<file path="src/rtl/cfg_frame_loader.sv">
// cfg_frame_loader
//   Parses framed configuration commands arriving byte-by-byte from uart_rx
//   and writes them into a per-channel configuration bank. Each frame is
//   HDR_BYTE, IDX, P0..P(CFG_BYTES-1), CSUM where CSUM is the XOR of IDX and
//   all payload bytes. P0 lands in the lowest byte of the slice. A good frame
//   rewrites exactly one slice and is answered with ACK (8'h06). A bad
//   checksum, an out-of-range index or an inter-byte timeout is answered with
//   NAK (8'h15).
//
// Ports
//   i_clk        system clock, all logic on the rising edge
//   _rst         asynchronous active-low reset
//   i_data       received byte
//   i_valid      one-cycle strobe qualifying i_data
//   ch_conf      configuration bank, channel k at [k*CFG_BITS +: CFG_BITS]
//   o_cfg_upd    one-cycle pulse per channel when its slice was rewritten
//   o_ack_data   ACK/NAK byte, stable while o_ack_valid is high
//   o_ack_valid  ACK/NAK byte pending, held until i_ack_ready
//   i_ack_ready  transmit side accepts the pending ACK/NAK byte
//   o_err        one-cycle pulse on checksum, index or timeout error
//   o_overrun    one-cycle pulse for each byte dropped while answering
module cfg_frame_loader #(
  parameter int         CH_NO       = 4,
  parameter int         CFG_BYTES   = 10,
  parameter logic [7:0] HDR_BYTE    = 8'hA5,
  parameter int         TIMEOUT_CYC = 43400,
  localparam int        CFG_BITS    = CFG_BYTES * 8
) (
  input  logic                      i_clk,
  input  logic                      _rst,
  input  logic [7:0]                i_data,
  input  logic                      i_valid,
  output logic [CH_NO*CFG_BITS-1:0] ch_conf,
  output logic [CH_NO-1:0]          o_cfg_upd,
  output logic [7:0]                o_ack_data,
  output logic                      o_ack_valid,
  input  logic                      i_ack_ready,
  output logic                      o_err,
  output logic                      o_overrun
);

  localparam int IW = (CH_NO > 1) ? $clog2(CH_NO) : 1;
  localparam int CW = (CFG_BYTES > 1) ? $clog2(CFG_BYTES) : 1;
  localparam int TW = $clog2(TIMEOUT_CYC + 1);
  localparam logic [7:0] ACK_BYTE = 8'h06;
  localparam logic [7:0] NAK_BYTE = 8'h15;

  typedef enum logic [2:0] {
    S_IDLE, S_INDEX, S_PAYLOAD, S_CHECK, S_COMMIT, S_ACK
  } state_t;

  state_t        state_reg, state_next;
  logic [7:0]    idx_reg, idx_next;
  logic [7:0]    csum_reg, csum_next;
  logic [CW-1:0] cnt_reg, cnt_next;
  logic [TW-1:0] tmo_reg, tmo_next;
  logic [7:0]    ack_data_reg, ack_data_next;
  logic          ack_valid_reg, ack_valid_next;
  logic          err_reg, err_next;
  logic          overrun_reg, overrun_next;
  logic          stg_clr;
  logic [CFG_BITS-1:0] stg_w;

  logic in_frame, timeout, idx_ok;

  assign in_frame = (state_reg == S_INDEX) || (state_reg == S_PAYLOAD) ||
                    (state_reg == S_CHECK);
  // A byte in the expiry cycle keeps the frame alive.
  assign timeout  = in_frame && !i_valid && (tmo_reg == TW'(TIMEOUT_CYC - 1));
  assign idx_ok   = {1'b0, idx_reg} < 9'(CH_NO);

  always_ff @(posedge i_clk or negedge _rst) begin
    if (!_rst) begin
      state_reg     <= S_IDLE;
      idx_reg       <= '0;
      csum_reg      <= '0;
      cnt_reg       <= '0;
      tmo_reg       <= '0;
      ack_data_reg  <= '0;
      ack_valid_reg <= 1'b0;
      err_reg       <= 1'b0;
      overrun_reg   <= 1'b0;
    end else begin
      state_reg     <= state_next;
      idx_reg       <= idx_next;
      csum_reg      <= csum_next;
      cnt_reg       <= cnt_next;
      tmo_reg       <= tmo_next;
      ack_data_reg  <= ack_data_next;
      ack_valid_reg <= ack_valid_next;
      err_reg       <= err_next;
      overrun_reg   <= overrun_next;
    end
  end

  always_comb begin
    state_next     = state_reg;
    idx_next       = idx_reg;
    csum_next      = csum_reg;
    cnt_next       = cnt_reg;
    tmo_next       = '0;
    ack_data_next  = ack_data_reg;
    ack_valid_next = ack_valid_reg;
    err_next       = 1'b0;
    overrun_next   = 1'b0;
    stg_clr        = 1'b0;

    if (in_frame && !i_valid) begin
      tmo_next = tmo_reg + TW'(1);
    end

    case (state_reg)
      S_IDLE: begin
        if (i_valid && (i_data == HDR_BYTE)) begin
          state_next = S_INDEX;
        end
      end
      S_INDEX: begin
        if (i_valid) begin
          idx_next   = i_data;
          csum_next  = i_data;
          cnt_next   = '0;
          state_next = S_PAYLOAD;
        end
      end
      S_PAYLOAD: begin
        if (i_valid) begin
          csum_next = csum_reg ^ i_data;
          cnt_next  = cnt_reg + CW'(1);
          if (cnt_reg == CW'(CFG_BYTES - 1)) begin
            state_next = S_CHECK;
          end
        end
      end
      S_CHECK: begin
        if (i_valid) begin
          if ((i_data == csum_reg) && idx_ok) begin
            state_next = S_COMMIT;
          end else begin
            err_next      = 1'b1;
            ack_data_next = NAK_BYTE;
            state_next    = S_ACK;
          end
        end
      end
      S_COMMIT: begin
        overrun_next  = i_valid;
        ack_data_next = ACK_BYTE;
        state_next    = S_ACK;
      end
      S_ACK: begin
        overrun_next = i_valid;
        // First ACK cycle raises valid; the handshake can only retire it after.
        if (!ack_valid_reg) begin
          ack_valid_next = 1'b1;
        end else if (i_ack_ready) begin
          ack_valid_next = 1'b0;
          state_next     = S_IDLE;
        end
      end
      default: state_next = S_IDLE;
    endcase

    if (timeout) begin
      err_next      = 1'b1;
      ack_data_next = NAK_BYTE;
      stg_clr       = 1'b1;
      state_next    = S_ACK;
    end
  end

  // Staging register, one byte lane per payload position.
  genvar gi;
  generate
    for (gi = 0; gi < CFG_BYTES; gi++) begin : g_stg
      logic [7:0] byte_reg;
      always_ff @(posedge i_clk or negedge _rst) begin
        if (!_rst) begin
          byte_reg <= '0;
        end else if (stg_clr) begin
          byte_reg <= '0;
        end else if ((state_reg == S_PAYLOAD) && i_valid &&
                     (cnt_reg == CW'(gi))) begin
          byte_reg <= i_data;
        end
      end
      assign stg_w[gi*8 +: 8] = byte_reg;
    end

    // Config bank: only the slice addressed by a committed frame is written.
    for (gi = 0; gi < CH_NO; gi++) begin : g_slice
      logic [CFG_BITS-1:0] slice_reg;
      logic                upd_reg;
      logic                sel;
      assign sel = (state_reg == S_COMMIT) && (idx_reg[IW-1:0] == IW'(gi));
      always_ff @(posedge i_clk or negedge _rst) begin
        if (!_rst) begin
          slice_reg <= '0;
          upd_reg   <= 1'b0;
        end else begin
          upd_reg <= sel;
          if (sel) begin
            slice_reg <= stg_w;
          end
        end
      end
      assign ch_conf[gi*CFG_BITS +: CFG_BITS] = slice_reg;
      assign o_cfg_upd[gi]                    = upd_reg;
    end
  endgenerate

  assign o_ack_data  = ack_data_reg;
  assign o_ack_valid = ack_valid_reg;
  assign o_err       = err_reg;
  assign o_overrun   = overrun_reg;

endmodule

</file>
<file path="config.mk">
export PLATFORM = sky130hd
export DESIGN_NAME = cfg_frame_loader
export DESIGN_NICKNAME = d
export VERILOG_FILES = /design/src/rtl/cfg_frame_loader.sv
export SDC_FILE = /design/constraint.sdc
export NUM_CORES = 1
export LEC_CHECK = 0
export ABC_AREA = 1
export ABC_CLOCK_PERIOD_IN_PS = 3850
export CORE_AREA = 3 3 181 183
export CTS_CLUSTER_SIZE = 20
export DETAILED_ROUTE_END_ITERATION = 8
export DIE_AREA = 0 0 184 186
export PLACE_DENSITY = 0.83
export SYNTH_ARGS = -nofsm -noshare
export SYNTH_HDL_FRONTEND = slang
export SYNTH_SLANG_ARGS = --single-unit
export TNS_END_PERCENT = 10
</file>
<file path="constraint.sdc">
create_clock -name i_clk -period 3.85 [get_ports i_clk]
set_clock_uncertainty 0.15 [all_clocks]
set_input_delay 0.385 -clock i_clk [delete_from_list [all_inputs] [get_ports i_clk]]
set_output_delay 0.385 -clock i_clk [all_outputs]
set_load 0.005 [all_outputs]
</file>
==> results of run 1 <==
-- logic make-up (layout without fill, tap and decap cells) --
| logic type | Yosys count | in the layout | share of synthesized area (%) |
|---|---|---|---|
| XOR/XNOR | 4 | 4 | 0.204 |
| AO/OA/AOI/OAI | 453 | 453 | 13.7 |
| flip-flops | 449 | 449 | 65.4 |
| AND/OR/NAND/NOR | 579 | 579 | 13.6 |
| buffers and inverters | 236 | 578 | 6.74 |
| adder cells (fa/ha/maj) | 5 | 5 | 0.364 |
| other | 1 | 4 | 0.0218 |
-- stage by stage --
step                      hold WS [ns]  instance area, µm²  power, mW
after detailed placement         0.310               20700       13.9
final                            0.310               22100       18.1
after global placement           0.298               20700       13.6
after global routing             0.339               22100       19.2
after floorplan                -0.0606               17200       9.78
after CTS                        0.318               22100       18.2
-- critical path, stage by stage (launching register included) --
cell and delay [ns]:
dfrtp_1 0.43, nor2_2 0.21, inv_2 0.08, nor2_2 0.27, inv_2 0.16, nor3_4 0.24, inv_4 0.33, buf_4 0.34
o21ai_0 0.29
-- cells in the final DEF, fill, tap and decap left out, types with 2 or more instances in the layout --
cell type,n
nand2_1,483
dfrtp_1,449
o21ai_0,399
clkdlybuf4s50_1,341
inv_1,136
clkbuf_16,44
nor2_1,36
o21ai_1,28
nand3_1,26
buf_4,14
clkbuf_1,11
nor2_2,10
a21oi_1,9
nor3_1,8
clkbuf_8,7
o211ai_1,6
o21ai_4,5
ha_1,5
clkinv_2,5
inv_2,4
conb_1,4
buf_12,4
nand4_1,3
nand3_4,3
xor2_1,3
bufinv_16,3
a31oi_1,2
o21ai_2,2
nor2_4,2
nor3_4,2
inv_4,2
inv_6,2
-- power by group through the flow --
| stage | clock [mW] | sequential, mW | combinational, mW |
|---|---|---|---|
| after floorplan | 0 | 7.61 | 2.18 |
| after CTS | 4.26 | 7.60 | 6.33 |
| after global placement | 0 | 7.57 | 6.02 |
| after global routing | 4.47 | 7.81 | 6.91 |
| after detailed placement | 0 | 7.65 | 6.24 |
| final | 4.20 | 7.62 | 6.27 |
-- Yosys cell counts (all sizes together) --
| cell type | count | area [µm²] |
|---|---|---|
| nand4 | 3 | 18.8 |
| a31oi | 2 | 12.5 |
| nand3b | 1 | 7.51 |
| nor4 | 1 | 6.26 |
| nand3 | 30 | 168 |
| o22ai | 1 | 6.26 |
| o211ai | 6 | 45.0 |
| nand2 | 485 | 1830 |
| nor2 | 48 | 220 |
| ha | 5 | 62.6 |
| xnor2 | 1 | 8.76 |
| clkbuf | 32 | 120 |
| nor3b | 1 | 7.51 |
| inv | 142 | 533 |
| dfrtp | 449 | 11200 |
| conb | 1 | 3.75 |
| nor3 | 10 | 72.6 |
| a21oi | 9 | 45.0 |
| xor2 | 3 | 26.3 |
| o31ai | 1 | 7.51 |
| buf | 61 | 502 |
| o21ai | 434 | 2240 |
| clkinv | 1 | 3.75 |
-- per-layer routing --
metal	up-vias	part of all wire (%)	wire length, µm
met3	116	8.4	4010
met1	6625	40	18900
li1	6182	-	-
met4	0	3.7	1760
met5	-	0	0
met2	648	48	22800
-- area by class of cell --
| class | count | area [µm²] | area share, % |
|---|---|---|---|
| Sequential cell | 449 | 11200 | 50.8 |
| Multi-Input combinational cell | 1045 | 4820 | 21.8 |
| Timing Repair Buffer | 361 | 3620 | 16.4 |
| Clock buffer | 62 | 1240 | 5.60 |
| Inverter | 143 | 542 | 2.45 |
| Tap cell | 402 | 503 | 2.27 |
| Clock inverter | 12 | 156 | 0.707 |
-- worst paths after layout --
kind	from	end	slack [ns]	depth (start not counted)
min in group asynchronous	_rst	g_slice[1].slice_reg[70]	0.34	2
setup reg to reg	state_reg[1]	g_slice[0].slice_reg[73]	1.19	8
max in group asynchronous	_rst	g_slice[2].slice_reg[15]	2.07	3
hold / removal	tmo_reg[0]	tmo_reg[0]	0.31	1
hold reg to reg	tmo_reg[0]	tmo_reg[0]	0.31	1
setup / recovery	state_reg[1]	g_slice[0].slice_reg[73]	1.19	8
==> summary.txt, run 1 <==
Floorplan
  – IO Pins: ~350
  – DIE HEIGHT: roughly 190 µm
  – Core ar.: ~0.031 mm²
  – Initial Util: around 55%
  – Die width: between 150 and 200 µm
  – FP Rows: 65
  – Die area: ~0.034 mm²

Power
  – Sw Ratio: 32.1%
  – Int Pwr: about 12 mW
  – Peak VDD IR: slightly below 0.0005 V
  – Combinational Power Share: 34.7%
  – Clock network power share: a little under a quarter
  – PD cells: roughly 800 mW/mm²
  – Reg power frac: a little over two fifths
  – Leak pwr: 10.4 nW
  – Switching power: between 5 and 6 mW

Status
  – Status: complete, no violations

Placement
  – Place WS: 1.03 ns
  – Routability cong.: approximately 0.85
  – Placed cells: between 2000 and 2500
  – Dpl hpwl: 31800 µm
  – Count of input and output buffers: 342

GRT
  – GR met3 Demand/Resource: ~6%
  – Total GRT Usage: between 20% and 30%
  – GRT Max-Usage Layer: met2
  – GRT overflow: 0
  – First-pass GRT wire length: around 75000 µm
  – Met2 Use GR: about 45%
  – Met1 Use GR: between 30% and 40%
  – Initial antenna violation count: 0
  – Largest net degree at the start of global routing: around 120
  – Vias in the first global route: ~13000

Route
  – DRC: 0
  – Vias: 13600
  – DRT antenna net count: 0
  – Starting DRT DRC Count: 1314
  – Drt via density: between 5 and 6
  – Total wire length: about 48000 µm
  – DR pass1 iterations: 5
  – Wire per inst: 19.2 µm

Final layout
  – Number of flip-flops in the largest register: 320
  – Filler instances: about 2300
  – Area Overhead vs Synth: 28.8%
  – Share of cells above drive strength 1: 5.55%
  – N_diodes: 0
  – Nets@finish: slightly above 2000
  – Non-filler instance count after layout: around 2500
  – Finished Core Util: between 70 and 80%

Synth
  – Post-Syn Instances: 1727
  – Seq/Total Area, Yosys: about two thirds
  – Synth Warn #: 0
  – Syn avg cell area: approximately 10 µm²
  – Netlist cell types: 37
  – Yosys reg bits: 449
  – Post-synthesis cell area: ~0.017 mm²

STA
  – Crit share post-route: between 60 and 70%
  – RSZ-0062 raised after global routing: false
  – Min cycle time layout: around 2.7 ns
  – Max-slew violation count: 0
  – Fmax: between 300 and 400 MHz
  – Final setup margin: ~1.2 ns
  – Slew @ Worst Pin: 1.04 ns
  – Hold Vio Cnt, Final: 0
  – Setup TNS: 0 ns
  – Final-report setup violation count: 0
  – Max transition margin: a little under a third

Clocking
  – Hold buffers post-CTS: 1
  – TritonCTS Sinks: 449
  – Reg clk slew, reported paths: about 0.060 ns
  – Post-CTS Resized: 0
  – CTS tree: yes
  – Depth of the CTS H-tree: 2
  – CTS Root Cell: clkbuf_16
  – Num CTS Buffers: between 40 and 50
  – Worst-skew pair later-pin latency: 0.54 ns
  – # Post-CTS Setup Buffers: 0
  – CTS max path bufs: 3

Critical path
  – Required time worst endpoint: around 4 ns
  – Crit end category: register
  – Crit path kind: reg -> reg
  – Worst EP arrival: around 2.9 ns
  – CP max FO: 84
  – Type of origin of the critical path: register

Hold path
  – Min-Delay Path Class: reg -> reg

Job
  – Max_cap viols: 0
(Power assumes the default switching activity.)
==> inputs of run 2 (changes only) <==
--- a/config.mk
+++ b/config.mk
@@ -6,12 +6,12 @@
 export NUM_CORES = 1
 export LEC_CHECK = 0
 export ABC_AREA = 1
-export ABC_CLOCK_PERIOD_IN_PS = 3850
-export CORE_AREA = 3 3 181 183
+export ABC_CLOCK_PERIOD_IN_PS = 2700
+export CORE_AREA = 3 3 188 190
 export CTS_CLUSTER_SIZE = 20
 export DETAILED_ROUTE_END_ITERATION = 8
-export DIE_AREA = 0 0 184 186
-export PLACE_DENSITY = 0.83
+export DIE_AREA = 0 0 191 193
+export PLACE_DENSITY = 0.78
 export SYNTH_ARGS = -nofsm -noshare
 export SYNTH_HDL_FRONTEND = slang
 export SYNTH_SLANG_ARGS = --single-unit
==> constraint.sdc (replaced) <==
create_clock -name i_clk -period 2.7 [get_ports i_clk]
set_clock_uncertainty 0.15 [all_clocks]
set_input_delay 0.27 -clock i_clk [delete_from_list [all_inputs] [get_ports i_clk]]
set_output_delay 0.27 -clock i_clk [all_outputs]
set_load 0.005 [all_outputs]
==> summary.txt, run 2 (synthesis gave the netlist of run 1 again) <==
Power
  – PD cells: 1170 mW/mm² (+43%)
  – Peak VDD IR: 0.000668 V (+37%)
  – Leak pwr: 10.4 nW (+0.70%)

STA
  – Final setup margin: 0.263 ns (-0.925 ns)
  – Slew @ Worst Pin: 0.946 ns (-0.0942 ns)
  – Max-slew violation count: 0 (unchanged)
  – Setup TNS: 0 ns (unchanged)
  – Final-report setup violation count: 0 (unchanged)
  – Min cycle time layout: 2.44 ns (-0.225 ns)
  – Max transition margin: 37.0% (+6.3 points)
  – Hold Vio Cnt, Final: 0 (unchanged)
  – Final Hold Slack: 0.128 ns (-0.181 ns)
  – Crit share post-route: 90.2% (+21 points)
  – Fmax: 410 MHz (+9.3%)
  – RSZ-0062 raised after global routing: false

Final layout
  – Area Overhead vs Synth: 30.0%
  – Nets@finish: 2063 (+0.097%)
  – Most frequent cells in the layout: 483 x nand2_1, 449 x dfrtp_1, 399 x o21ai_0, 341 x clkdlybuf4s50_1, 136 x inv_1
  – Finished Core Util: 66.4% (-4.0 points)
  – Filler instances: 2633 (+17%)
  – Share of cells above drive strength 1: 5.82% (+0.27 points)
  – Commonest non-fill, non-tap cell in the layout: nand2_1
  – Number of flip-flops in the largest register: 320 (unchanged)
  – N_diodes: 0 (unchanged)

Critical path
  – Crit end category: register
  – CP max FO: 88 (+4.8%)
  – Worst EP arrival: 2.70 ns (-0.23 ns)
  – Type of origin of the critical path: register
  – Required time worst endpoint: 2.96 ns (-1.15 ns)
  – Reg2Reg Depth: 9 (+1)
  – Biggest cell delay along the critical path: 0.46 ns (+0.03 ns)
  – Crit path kind: reg -> reg
  – Crit-path slowest cell: dfrtp_1
  – CP Cell Sequence: nor2_2 > inv_2 > nor2_2 > inv_2 > nor3_4 > inv_4 > buf_12 > nand2_1 > o21ai_0

Floorplan
  – Initial Util: 51.1% (-3.6 points)
  – IO Pins: 347 (unchanged)
  – Core ar.: 0.0336 mm² (+7.1%)
  – Die area: 0.0369 mm² (+7.7%)
  – DIE HEIGHT: 193 µm (+3.8%)
  – FP Rows: 67 (+3.1%)
  – Die width: 191 µm (+3.8%)

GRT
  – Vias in the first global route: 13000 (-2.3%)
  – Initial antenna violation count: 0 (unchanged)
  – Largest net degree at the start of global routing: 97 (-22%)
  – GRT overflow: 0 (unchanged)
  – First-pass GRT wire length: 74400 µm (-0.16%)
  – Total GRT Usage: 25.9% (-1.8 points)

Placement
  – Place WS: 0.164 ns (-0.867 ns)
  – Routability cong.: 0.824 (-2.8%)
  – Dpl hpwl: 32800 µm (+2.8%)
  – Count of input and output buffers: 342 (unchanged)

Route
  – Met2 wire length: 22500 µm (-1.4%)
  – Total wire length: 48000 µm (+0.97%)
  – Max Used Layer: met4
  – WL met3: 3280 µm (-18%)
  – Drt via density: 5.26 (-4.1%)
  – DR pass1 iterations: 5 (unchanged)
  – DRT antenna net count: 0 (unchanged)
  – Starting DRT DRC Count: 1162 (-12%)
  – Vias: 13300 (-2.1%)
  – WL met1: 20400 µm (+7.8%)
  – Wire per inst: 19.0 µm (-1.1%)
  – DRC: 0 (unchanged)

Clocking
  – Reg clk slew, reported paths: 0.06 ns (about the same)
  – Worst-skew pair later-pin latency: 0.54 ns (about the same)
  – CTS Root Cell: clkbuf_16
  – Depth of the CTS H-tree: 2 (unchanged)
  – CTS max path bufs: 3 (unchanged)
  – Num CTS Buffers: 45 (+2.3%)
  – TritonCTS Sinks: 449 (unchanged)
  – CTS tree: yes

Hold path
  – Min-Delay Path Class: in -> async

Status
  – Status: complete, no violations

Job
  – Max_cap viols: 0 (unchanged)
-- run 2: cell count changes in the layout (fill, tap and decap cells not counted), sizes merged --
| cell | previous run | this run |
|---|---|---|
| buf | 19 | 20 |
| clkbuf | 62 | 67 |
| clkinv | 7 | 9 |
| clkinvlp | 1 | 2 |
| inv | 144 | 142 |
-- run 2: final cells by class --
class                           instances  area (µm²)  share of cell area [%]
Clock buffer                           67        1320                    5.91
Clock inverter                         13         156                   0.700
Inverter                              143         542                    2.43
Multi-Input combinational cell       1045        4820                    21.6
Sequential cell                       449       11200                    50.3
Tap cell                              448         561                    2.51
Timing Repair Buffer                  362        3690                    16.5
-- run 2: layer usage --
layer	global-route usage, %	vias up
met3	4.39	105
met5	0	-
met1	36.3	6487
met2	41.2	503
met4	9.60	0
li1	-	6192
-- run 2: repair_timing --
action,4_1_cts,5_1_grt
endpoints found under the hold margin,57,0
hold buffers,1,0
buffers inserted,0,0
setup endpoints to repair,0,0
gates resized for setup,0,0
-- run 2: critical path: cells and delay by family, from the launching register on --
kind	cells	cell delay (ns)
compound gates	1	0.09
buf+inv	4	0.69
flops	1	0.46
simple gates	4	0.85
-- run 2: worst paths after layout --
check | startpoint | slack [ns] | to
worst max-delay path | state_reg[1] | 0.26 | g_slice[0].slice_reg[46]
worst min-delay path | _rst | 0.13 | g_slice[2].slice_reg[70]
worst max register to register | state_reg[1] | 0.26 | g_slice[0].slice_reg[46]
worst min register to register | tmo_reg[0] | 0.32 | tmo_reg[0]
max in group asynchronous | _rst | 1.41 | g_stg[0].byte_reg[5]
min in group i_clk | i_data[1] | 0.26 | csum_reg[1]
-- run 2: report_power, final --
group / switching [mW] / internal [mW]
clock: 2.55 / 3.67
combinational: 4.25 / 4.67
sequential: 1.52 / 9.37
-- run 2: stage by stage --
stage	instances	total power [mW]	instance area, µm²
floorplan	1730	14.0	17200
global placement	2446	19.6	20800
detailed placement	2446	19.9	20800
CTS	2527	26.2	22300
global route	2527	27.6	22300
finish	2527	26.0	22300
